[config.mk]
export PLATFORM = sky130hd
export DESIGN_NAME = i2c_bit_engine
export DESIGN_NICKNAME = d
export VERILOG_FILES = /design/src/rtl/i2c_bit_engine_pkg.sv /design/src/rtl/i2c_bit_engine_shift_reg.sv /design/src/rtl/i2c_bit_engine.sv
export SDC_FILE = /design/constraint.sdc
export NUM_CORES = 1
export LEC_CHECK = 0
export ABC_AREA = 0
export CAP_MARGIN = 20
export CORE_MARGIN = 2
export CORE_UTILIZATION = 56
export DETAILED_ROUTE_END_ITERATION = 10
export GPL_TIMING_DRIVEN = 0
export PLACE_DENSITY = 0.81
export SETUP_SLACK_MARGIN = 0.1
export SLEW_MARGIN = 15
export SYNTH_ARGS = -nofsm -noshare
export SYNTH_HDL_FRONTEND = slang
export SYNTH_SLANG_ARGS = --single-unit
[constraint.sdc]
create_clock -name clk -period 4 [get_ports clk]
set_input_delay 0.8 -clock clk [delete_from_list [all_inputs] [get_ports clk]]
set_output_delay 0.8 -clock clk [all_outputs]
set_load 0.03 [all_outputs]
[src/rtl/i2c_bit_engine_pkg.sv]
// Shared types and constants for the I2C master bit engine.
// Covers the command encoding, the FSM state encoding and the per-byte bit/phase geometry.
package i2c_bit_engine_pkg;

  localparam int unsigned I2C_PHASES_PER_BIT = 4;
  localparam int unsigned I2C_BITS_PER_XFER  = 9;

  typedef enum logic [1:0] {
    CMD_START = 2'd0,
    CMD_WRITE = 2'd1,
    CMD_READ  = 2'd2,
    CMD_STOP  = 2'd3
  } i2c_cmd_t;

  typedef enum logic [2:0] {
    ST_IDLE  = 3'd0,
    ST_START = 3'd1,
    ST_WRITE = 3'd2,
    ST_READ  = 3'd3,
    ST_STOP  = 3'd4
  } i2c_state_t;

  // Only START may be issued while the bus is not owned.
  function automatic logic cmd_is_legal(input i2c_cmd_t c, input logic owned);
    return (c == CMD_START) || owned;
  endfunction

  function automatic i2c_state_t cmd_to_state(input i2c_cmd_t c);
    case (c)
      CMD_START: return ST_START;
      CMD_WRITE: return ST_WRITE;
      CMD_READ:  return ST_READ;
      CMD_STOP:  return ST_STOP;
      default:   return ST_IDLE;
    endcase
  endfunction

endpackage

[src/rtl/i2c_bit_engine_shift_reg.sv]
// 8-bit MSB-first shift register with parallel load.
// WRITE serialises from bit 7; READ shifts the sampled SDA in at bit 0.
module i2c_shift_reg (
  input  logic       clk,
  input  logic       areset_n,
  input  logic       load_i,
  input  logic [7:0] load_data_i,
  input  logic       shift_i,
  input  logic       serial_i,
  output logic       serial_o,
  output logic [7:0] data_o
);

  logic [7:0] data_q;
  logic [7:0] data_d;

  // Next-state: load has priority over shift.
  always_comb begin
    data_d = data_q;
    if (load_i) begin
      data_d = load_data_i;
    end else if (shift_i) begin
      data_d = {data_q[6:0], serial_i};
    end else begin
      data_d = data_q;
    end
  end

  // Shift register state.
  always_ff @(posedge clk or negedge areset_n) begin
    if (!areset_n) begin
      data_q <= 8'h00;
    end else begin
      data_q <= data_d;
    end
  end

  assign serial_o = data_q[7];
  assign data_o   = data_q;

endmodule

[src/rtl/i2c_bit_engine.sv]
// I2C master bit engine: runs START / WRITE / READ / STOP on open-drain SCL/SDA,
// advancing one phase per 400kHz strobe (four phases per SCL bit).
module i2c_bit_engine
  import i2c_bit_engine_pkg::*;
#(
  parameter int unsigned PHASES_PER_BIT = I2C_PHASES_PER_BIT
) (
  input  logic       clk,
  input  logic       areset_n,
  input  logic       strobe_400khz,
  input  logic       cmd_valid,
  output logic       cmd_ready,
  input  logic [1:0] cmd,
  input  logic [7:0] cmd_wdata,
  input  logic       cmd_nack,
  output logic       done,
  output logic [7:0] rdata,
  output logic       ack_err,
  output logic       bus_owned,
  output logic       scl_oe,
  output logic       sda_oe,
  input  logic       scl_in,
  input  logic       sda_in
);

  localparam logic [1:0] LAST_PHASE = 2'(PHASES_PER_BIT - 1);
  localparam logic [3:0] ACK_BIT    = 4'(I2C_BITS_PER_XFER - 1);

  i2c_state_t state_q, state_d;
  logic [1:0] phase_q, phase_d;
  logic [3:0] bit_q, bit_d;
  logic       scl_oe_q, scl_oe_d;
  logic       sda_oe_q, sda_oe_d;
  logic       done_q, done_d;
  logic       ack_err_q, ack_err_d;
  logic       bus_owned_q, bus_owned_d;
  logic       ready_q, ready_d;
  logic [7:0] rdata_q, rdata_d;
  logic       nack_q, nack_d;

  logic       sr_load, sr_shift, sr_serial;
  logic [7:0] sr_load_data, sr_data;
  i2c_cmd_t   cmd_e;
  logic       is_data, stall, step;

  assign cmd_e   = i2c_cmd_t'(cmd);
  assign is_data = (state_q == ST_WRITE) || (state_q == ST_READ);
  // Strobes ending ph1/ph2 wait while a slave holds SCL low.
  assign stall   = is_data && phase_q[1] && !scl_in;
  assign step    = strobe_400khz && !stall;

  i2c_shift_reg u_shift (
    .clk         (clk),
    .areset_n    (areset_n),
    .load_i      (sr_load),
    .load_data_i (sr_load_data),
    .shift_i     (sr_shift),
    .serial_i    (sda_in),
    .serial_o    (sr_serial),
    .data_o      (sr_data)
  );

  // Command FSM: phase_q names the phase whose actions the next usable strobe applies.
  always_comb begin
    state_d      = state_q;
    phase_d      = phase_q;
    bit_d        = bit_q;
    scl_oe_d     = scl_oe_q;
    sda_oe_d     = sda_oe_q;
    done_d       = 1'b0;
    ack_err_d    = ack_err_q;
    bus_owned_d  = bus_owned_q;
    ready_d      = ready_q | done_q;
    rdata_d      = rdata_q;
    nack_d       = nack_q;
    sr_load      = 1'b0;
    sr_load_data = 8'h00;
    sr_shift     = 1'b0;
    case (state_q)
      ST_IDLE: begin
        if (cmd_valid && ready_q) begin
          ready_d      = 1'b0;
          phase_d      = 2'd0;
          bit_d        = 4'd0;
          nack_d       = cmd_nack;
          sr_load      = 1'b1;
          sr_load_data = (cmd_e == CMD_WRITE) ? cmd_wdata : 8'h00;
          if (cmd_is_legal(cmd_e, bus_owned_q)) begin
            state_d = cmd_to_state(cmd_e);
          end else begin
            done_d    = 1'b1;
            ack_err_d = 1'b1;
          end
        end else begin
          state_d = ST_IDLE;
        end
      end
      ST_START, ST_STOP: begin
        if (strobe_400khz) begin
          phase_d = phase_q + 2'd1;
          case (phase_q)
            2'd0: begin
              scl_oe_d = (state_q == ST_STOP);
              sda_oe_d = (state_q == ST_STOP);
            end
            2'd1: begin
              if (state_q == ST_START) sda_oe_d = 1'b1;
              else                     scl_oe_d = 1'b0;
            end
            2'd2: begin
              if (state_q == ST_START) scl_oe_d = 1'b1;
              else                     sda_oe_d = 1'b0;
            end
            default: begin
              done_d      = 1'b1;
              ack_err_d   = 1'b0;
              bus_owned_d = (state_q == ST_START);
              state_d     = ST_IDLE;
            end
          endcase
        end else begin
          phase_d = phase_q;
        end
      end
      ST_WRITE, ST_READ: begin
        if (step) begin
          phase_d = phase_q + 2'd1;
          case (phase_q)
            2'd0: begin
              scl_oe_d = 1'b1;
              if (bit_q == ACK_BIT) sda_oe_d = (state_q == ST_READ) && !nack_q;
              else                  sda_oe_d = (state_q == ST_WRITE) && !sr_serial;
            end
            2'd1: begin
              scl_oe_d = 1'b0;
            end
            2'd2: begin
              scl_oe_d = 1'b0;
            end
            default: begin
              scl_oe_d = 1'b1;
              if (phase_q == LAST_PHASE && bit_q == ACK_BIT) begin
                done_d    = 1'b1;
                ack_err_d = (state_q == ST_WRITE) && sda_in;
                if (state_q == ST_READ) rdata_d = sr_data;
                state_d   = ST_IDLE;
              end else begin
                sr_shift = 1'b1;
                bit_d    = bit_q + 4'd1;
              end
            end
          endcase
        end else begin
          phase_d = phase_q;
        end
      end
      default: begin
        state_d = ST_IDLE;
      end
    endcase
  end

  // Engine state and registered outputs.
  always_ff @(posedge clk or negedge areset_n) begin
    if (!areset_n) begin
      state_q     <= ST_IDLE;
      phase_q     <= 2'd0;
      bit_q       <= 4'd0;
      scl_oe_q    <= 1'b0;
      sda_oe_q    <= 1'b0;
      done_q      <= 1'b0;
      ack_err_q   <= 1'b0;
      bus_owned_q <= 1'b0;
      ready_q     <= 1'b1;
      rdata_q     <= 8'h00;
      nack_q      <= 1'b0;
    end else begin
      state_q     <= state_d;
      phase_q     <= phase_d;
      bit_q       <= bit_d;
      scl_oe_q    <= scl_oe_d;
      sda_oe_q    <= sda_oe_d;
      done_q      <= done_d;
      ack_err_q   <= ack_err_d;
      bus_owned_q <= bus_owned_d;
      ready_q     <= ready_d;
      rdata_q     <= rdata_d;
      nack_q      <= nack_d;
    end
  end

  assign cmd_ready = ready_q;
  assign done      = done_q;
  assign rdata     = rdata_q;
  assign ack_err   = ack_err_q;
  assign bus_owned = bus_owned_q;
  assign scl_oe    = scl_oe_q;
  assign sda_oe    = sda_oe_q;

endmodule
# Word level (Yosys, flattened, before mapping)
# Cells that the tools add are included.
[totals] register_bits=32 out_inout_bits=14 word_cells=136 inputBits=17
[classes] n_mux=60 n_eq_ne=26 n_addsub=2 reduce_logical=34 bitwise=2
[ops] cell="$mux 8" count=5
[ops] cell="$mux 1" count=31
[ops] cell="$mux 3" count=7
[ops] cell="$mux 4" count=4
[ops] cell="$ne 2x2->1 const B" count=8
[ops] cell="$ne 3x3->1 const B" count=5
[ops] cell="$pmux 1 s3" count=4
[ops] cell="$pmux 3 s4" count=1
[ops] cell="$reduce_and 6->1" count=2
[ops] cell="$reduce_and 5->1" count=2
[ops] cell="$pmux 3 s3" count=1
[ops] cell="$eq 2x2->1 const B" count=4
[ops] cell="$logic_and 1x1->1" count=8
[ops] cell="$pmux 4 s2" count=1
[ops] cell="$reduce_and 8->1" count=1
[ops] cell="$reduce_and 7->1" count=1
[ops] cell="$eq 3x2->1 const B" count=2
[ops] cell="$mux 2" count=3
[ops] cell="$pmux 2 s3" count=1
[ops] cell="$reduce_bool 2->1" count=3
[ops] cell="$reduce_or 2->1" count=3
[ops] cell="$add 4x1->4 const B" count=1
[ops] cell="$eq 2x1->1 const B" count=2
[ops] cell="$eq 4x4->1 const B" count=1
[ops] cell="17 further kinds" count=23

# Depth between registers and ports, before layout
[logic_depth] depth_word=10 mapped_depth=7 ltp_nobuf=6

# Modules after synthesis
# A second synthesis with hierarchy kept.
[unflattened] cells_unflattened=184 area_unflattened_um2=1904.3
[by_module_without_submodules] module="i2c_bit_engine" cells_per_inst=149 instances=1 seq_area_each_um2=601.8 area_per_inst_um2=1524.0
[by_module_without_submodules] module="i2c_shift_reg" cells_per_inst=35 instances=1 seq_area_each_um2=200.2 area_per_inst_um2=380.4

# Worst setup path after synthesis
# No wires, ideal clock.
[synth_path] path_type="input -> register" start="input port strobe_400khz" end="register u_shift.data_q[1], in the netlist u_shift.data_o[1]" stages=6 required_ps=3878 setup_slack_ps=1892 setup_time_ps=122 arrival_ps=1985 n_path_buf=2 cell_sequence="buf_2 -> nand2_2 -> nor4b_4 -> buf_6 -> mux2i_1 -> o21ai_2"
[synth_via] elab_chain_len=4
[synth_lines] element="start: declaration" line="i2c_bit_engine.sv:10" source="input logic strobe_400khz,"
[synth_lines] element="$logic_and 1x1->1" line="i2c_bit_engine.sv:50" source="assign step = strobe_400khz && !stall;"
[synth_lines] element="$mux 1" line="i2c_bit_engine.sv:126" source="if (step) begin"
[synth_lines] element="$mux 1" line="i2c_bit_engine.sv:79" source="case (state_q)"
[synth_lines] element="$reduce_bool 2->1 (no line)"
[synth_lines] element="end signal: assignment" line="i2c_bit_engine_shift_reg.sv:34" source="data_q <= data_d;"
[synth_lines] element="end: declaration" line="i2c_bit_engine_shift_reg.sv:14" source="logic [7:0] data_q;"
# No other way between the ends.
# A chain may end at the register's enable or synchronous reset.

# Worst setup path in the final report
[layout_path] start="register ready_q, in the netlist cmd_ready" end="output port cmd_ready"
[layout_lines] element="start: declaration" line="i2c_bit_engine.sv:37" source="logic ready_q, ready_d;"
[layout_lines] element="start signal: assignment" line="i2c_bit_engine.sv:186" source="ready_q <= ready_d;"
[layout_lines] element="end: declaration" line="i2c_bit_engine.sv:12" source="output logic cmd_ready,"
# No word-level cell between the ends.

==> impl_metrics.toml <==
[die]
dieArea_mm2 = 0.003673
die_w_um = 60.61
rows = 20
die_h_um = 60.61
initial_core_util_pct = 58.77
core_mm2 = 0.003053
top_level_ports = 31

[setup_path]
worstPathMaxFanout = 3
ff2ff_path_depth = 6
slowest_stage = "clkdlybuf4s50_1"
cp-start-kind = "register"
cp.depth = 1
endpoint = "cmd_ready"
r2r_end = "rdata[2]"
critPathKind = "register to primary output"
cp_cell_sequence = "clkdlybuf4s50_1"
cp_slowest_stage_delay_ns = 0.67
worst_ep_arrival_time_ns = 1.56
critPathBufInv = 1
cp-startpoint = "cmd_ready"
rrSetupSlack_ns = 2.02
rr_startpoint = "bit_q[0]"
critical-path-top-delay-family = "buffers and inverters"
cp.required_ns = 3.20
end_kind = "primary output"

[yosys]
yosysMostFrequentCell = "dfrtp_1"
synth_area_leaders = "dfrtp_1, ha_1, mux2_2"
synth_top_cell_area_share_pct = 43.24
yosys-top-cells-count = "dfrtp_1, inv_1, nand2_1, nor2_1"
synth-edff-count = 0
ys_ff_latch = 32
syn_inst = 173
synthFlopType = "dfrtp_1"
synth-async-reset-ratio_pct = 100.0
ys_types = 43
syn_nets = 200
synth_largest_area_cell = "dfrtp_1"
synth_warnings = 0
netlist_area_mm2 = 0.001794
ys_seq_area_share_pct = 44.70
avgSynthCellArea_um2 = 10.37

[route]
final_antenna_net_count = 0
wl_met1_mm = 1.742
top_layer = "met4"
num_vias = 1470
dr_wl_met2_mm = 1.991
dr.first_iter.drc_count = 69
dr.pass1.iters = 4
drc = 0
vias_per_cell = 5.787
routed-wl-met3_um = 201
wire_per_inst_um = 15.72
routed_wl_mm = 3.992

[layout]
multi_input_area_um2 = 892.1
seqCellArea_um2 = 802.0
final_core_util_pct = 71.93
drive_gt1_share_pct = 14.76
fin_nets = 236
area_growth_pct = 22.39
antenna_cells = 0
fillers = 232

[sta]
setup_violations = 0
skew_ns = 0.01778
worst_pin_slew_ns = 0.7177
setup_tns_ns = 0
rsz0062_at_grt = "no"
maxSlewHeadroom_pct = 52.16
period_minus_slack_ns = 2.357
final_hold_viol_count = 0
min_period_over_period_pct = 58.91
whs_ns = 0.4946
timing.fmax_mhz = 424.4
slew_viol_final = 0

[clock_network]
cts_hold_buf = 0
cts_tree = "done"
htreeDepth = 2
clkSlewWorstSetupHoldPaths_ns = 0.10
cts_resized = 0
cts_sinks = 32
clockBufferDepth = 2
cts_setup_buffers = 0
cts_root_buffer = "clkbuf_4"
numCtsBuffers = 5
clk_latency_ns = 0.34

[hold_path]
hold_path_class = "register to register"

[grt]
grt_antenna_before_repair = 0
grt_max_degree = 33
grt_pass1_vias = 1431
grt_usage_pct = 24.12
grt.overflow.total = 0
grt_pass1_wl_mm = 6.520

[pwr]
power.switching_mw = 0.4900
p_total_mw = 1.211
seqPwrFrac_pct = 40.3
clockPowerShare_pct = 16.4
power_leakage_nw = 0.9852
combPwrFrac_pct = 43.3
powerDensity_mw_per_mm2 = 551.5
p_int_mw = 0.7211
peakVddDrop_uv = 307.9
p_sw_share_pct = 40.46

[job]
maxCapViolCount = 0

[place]
io_buffers = 29
dpl.hpwl_mm = 2.888
place.gp.congestion = 0.8590

[status]
outcome = "complete, no violations"
[worst min-delay path by stage]
| stage | startpoint | end | slack [ns] | cells past startpoint |
|---|---|---|---|---|
| 4_1_cts | nack_q | nack_q | 0.50 | 2 |
| 5_1_grt | nack_q | nack_q | 0.52 | 2 |
| 6_report | nack_q | nack_q | 0.49 | 2 |
| 3_3_place_gp | nack_q | nack_q | 0.48 | 2 |
| 2_1_floorplan | nack_q | nack_q | 0.45 | 2 |
| 3_5_place_dp | nack_q | nack_q | 0.47 | 2 |
[kinds of logic after synthesis]
logic type	synth area share, %
xor gates and xnor gates	0.9765
and+or+nand+nor	14.85
muxes	11.86
buffers and inverters	5.578
DFF	44.70
AOI/OAI and AO/OA	15.06
adders and majority gates	6.974
[flip-flops by register name (all words and copies together) (netlist names), 2 cells and up]
signal          flops
rdata               8
u_shift.data_o      8
bit_q               4
state_q             3
phase_q             2
[power groups by stage]
stage	logic, mW	clock network [mW]	registers [mW]
final	0.524	0.199	0.488
after floorplan	0.345	0	0.510
after global routing	0.579	0.217	0.501
after CTS	0.520	0.204	0.486
after global placement	0.503	0	0.488
after detailed placement	0.516	0	0.493
[cell type report]
| cell class | count | area share (%) |
|---|---|---|
| multi-input cells | 119 | 40.63 |
| inverters | 12 | 2.051 |
| repair buffers | 29 | 12.99 |
| flip-flops and latches | 32 | 36.52 |
| clock inverters | 2 | 0.4558 |
| well taps | 44 | 2.507 |
| clock buffers | 6 | 2.336 |
| plain buffers | 10 | 2.507 |
[per-stage QoR]
step	setup slack [ns]	instances	cell area, µm²
2_1_floorplan	1.892	173	1794
3_3_place_gp	1.389	246	2140
3_5_place_dp	1.378	246	2135
4_1_cts	1.627	254	2196
5_1_grt	1.601	254	2196
6_report	1.643	254	2196
[layout by cell type (no fill, tap or decap), types with 3 or more instances in the layout]
cell	n
ha_1	10
nor2_1	11
buf_2	3
mux2i_1	10
mux2_2	10
o21ai_2	4
a21oi_1	5
clkbuf_4	5
o21ai_1	4
inv_1	12
nand3_1	10
o21ai_0	3
dfrtp_1	31
nand2_1	11
clkdlybuf4s50_1	28
nand2b_1	4
clkbuf_1	5
nor2b_1	3
[routing by layer]
layer / vias to the layer above / global-route usage (%)
li1: 687 / -
met1: 724 / 32.28
met2: 54 / 38.86
met3: 5 / 4.478
met5: - / 0
met4: 0 / 9.627
(Power assumes the default switching activity.)
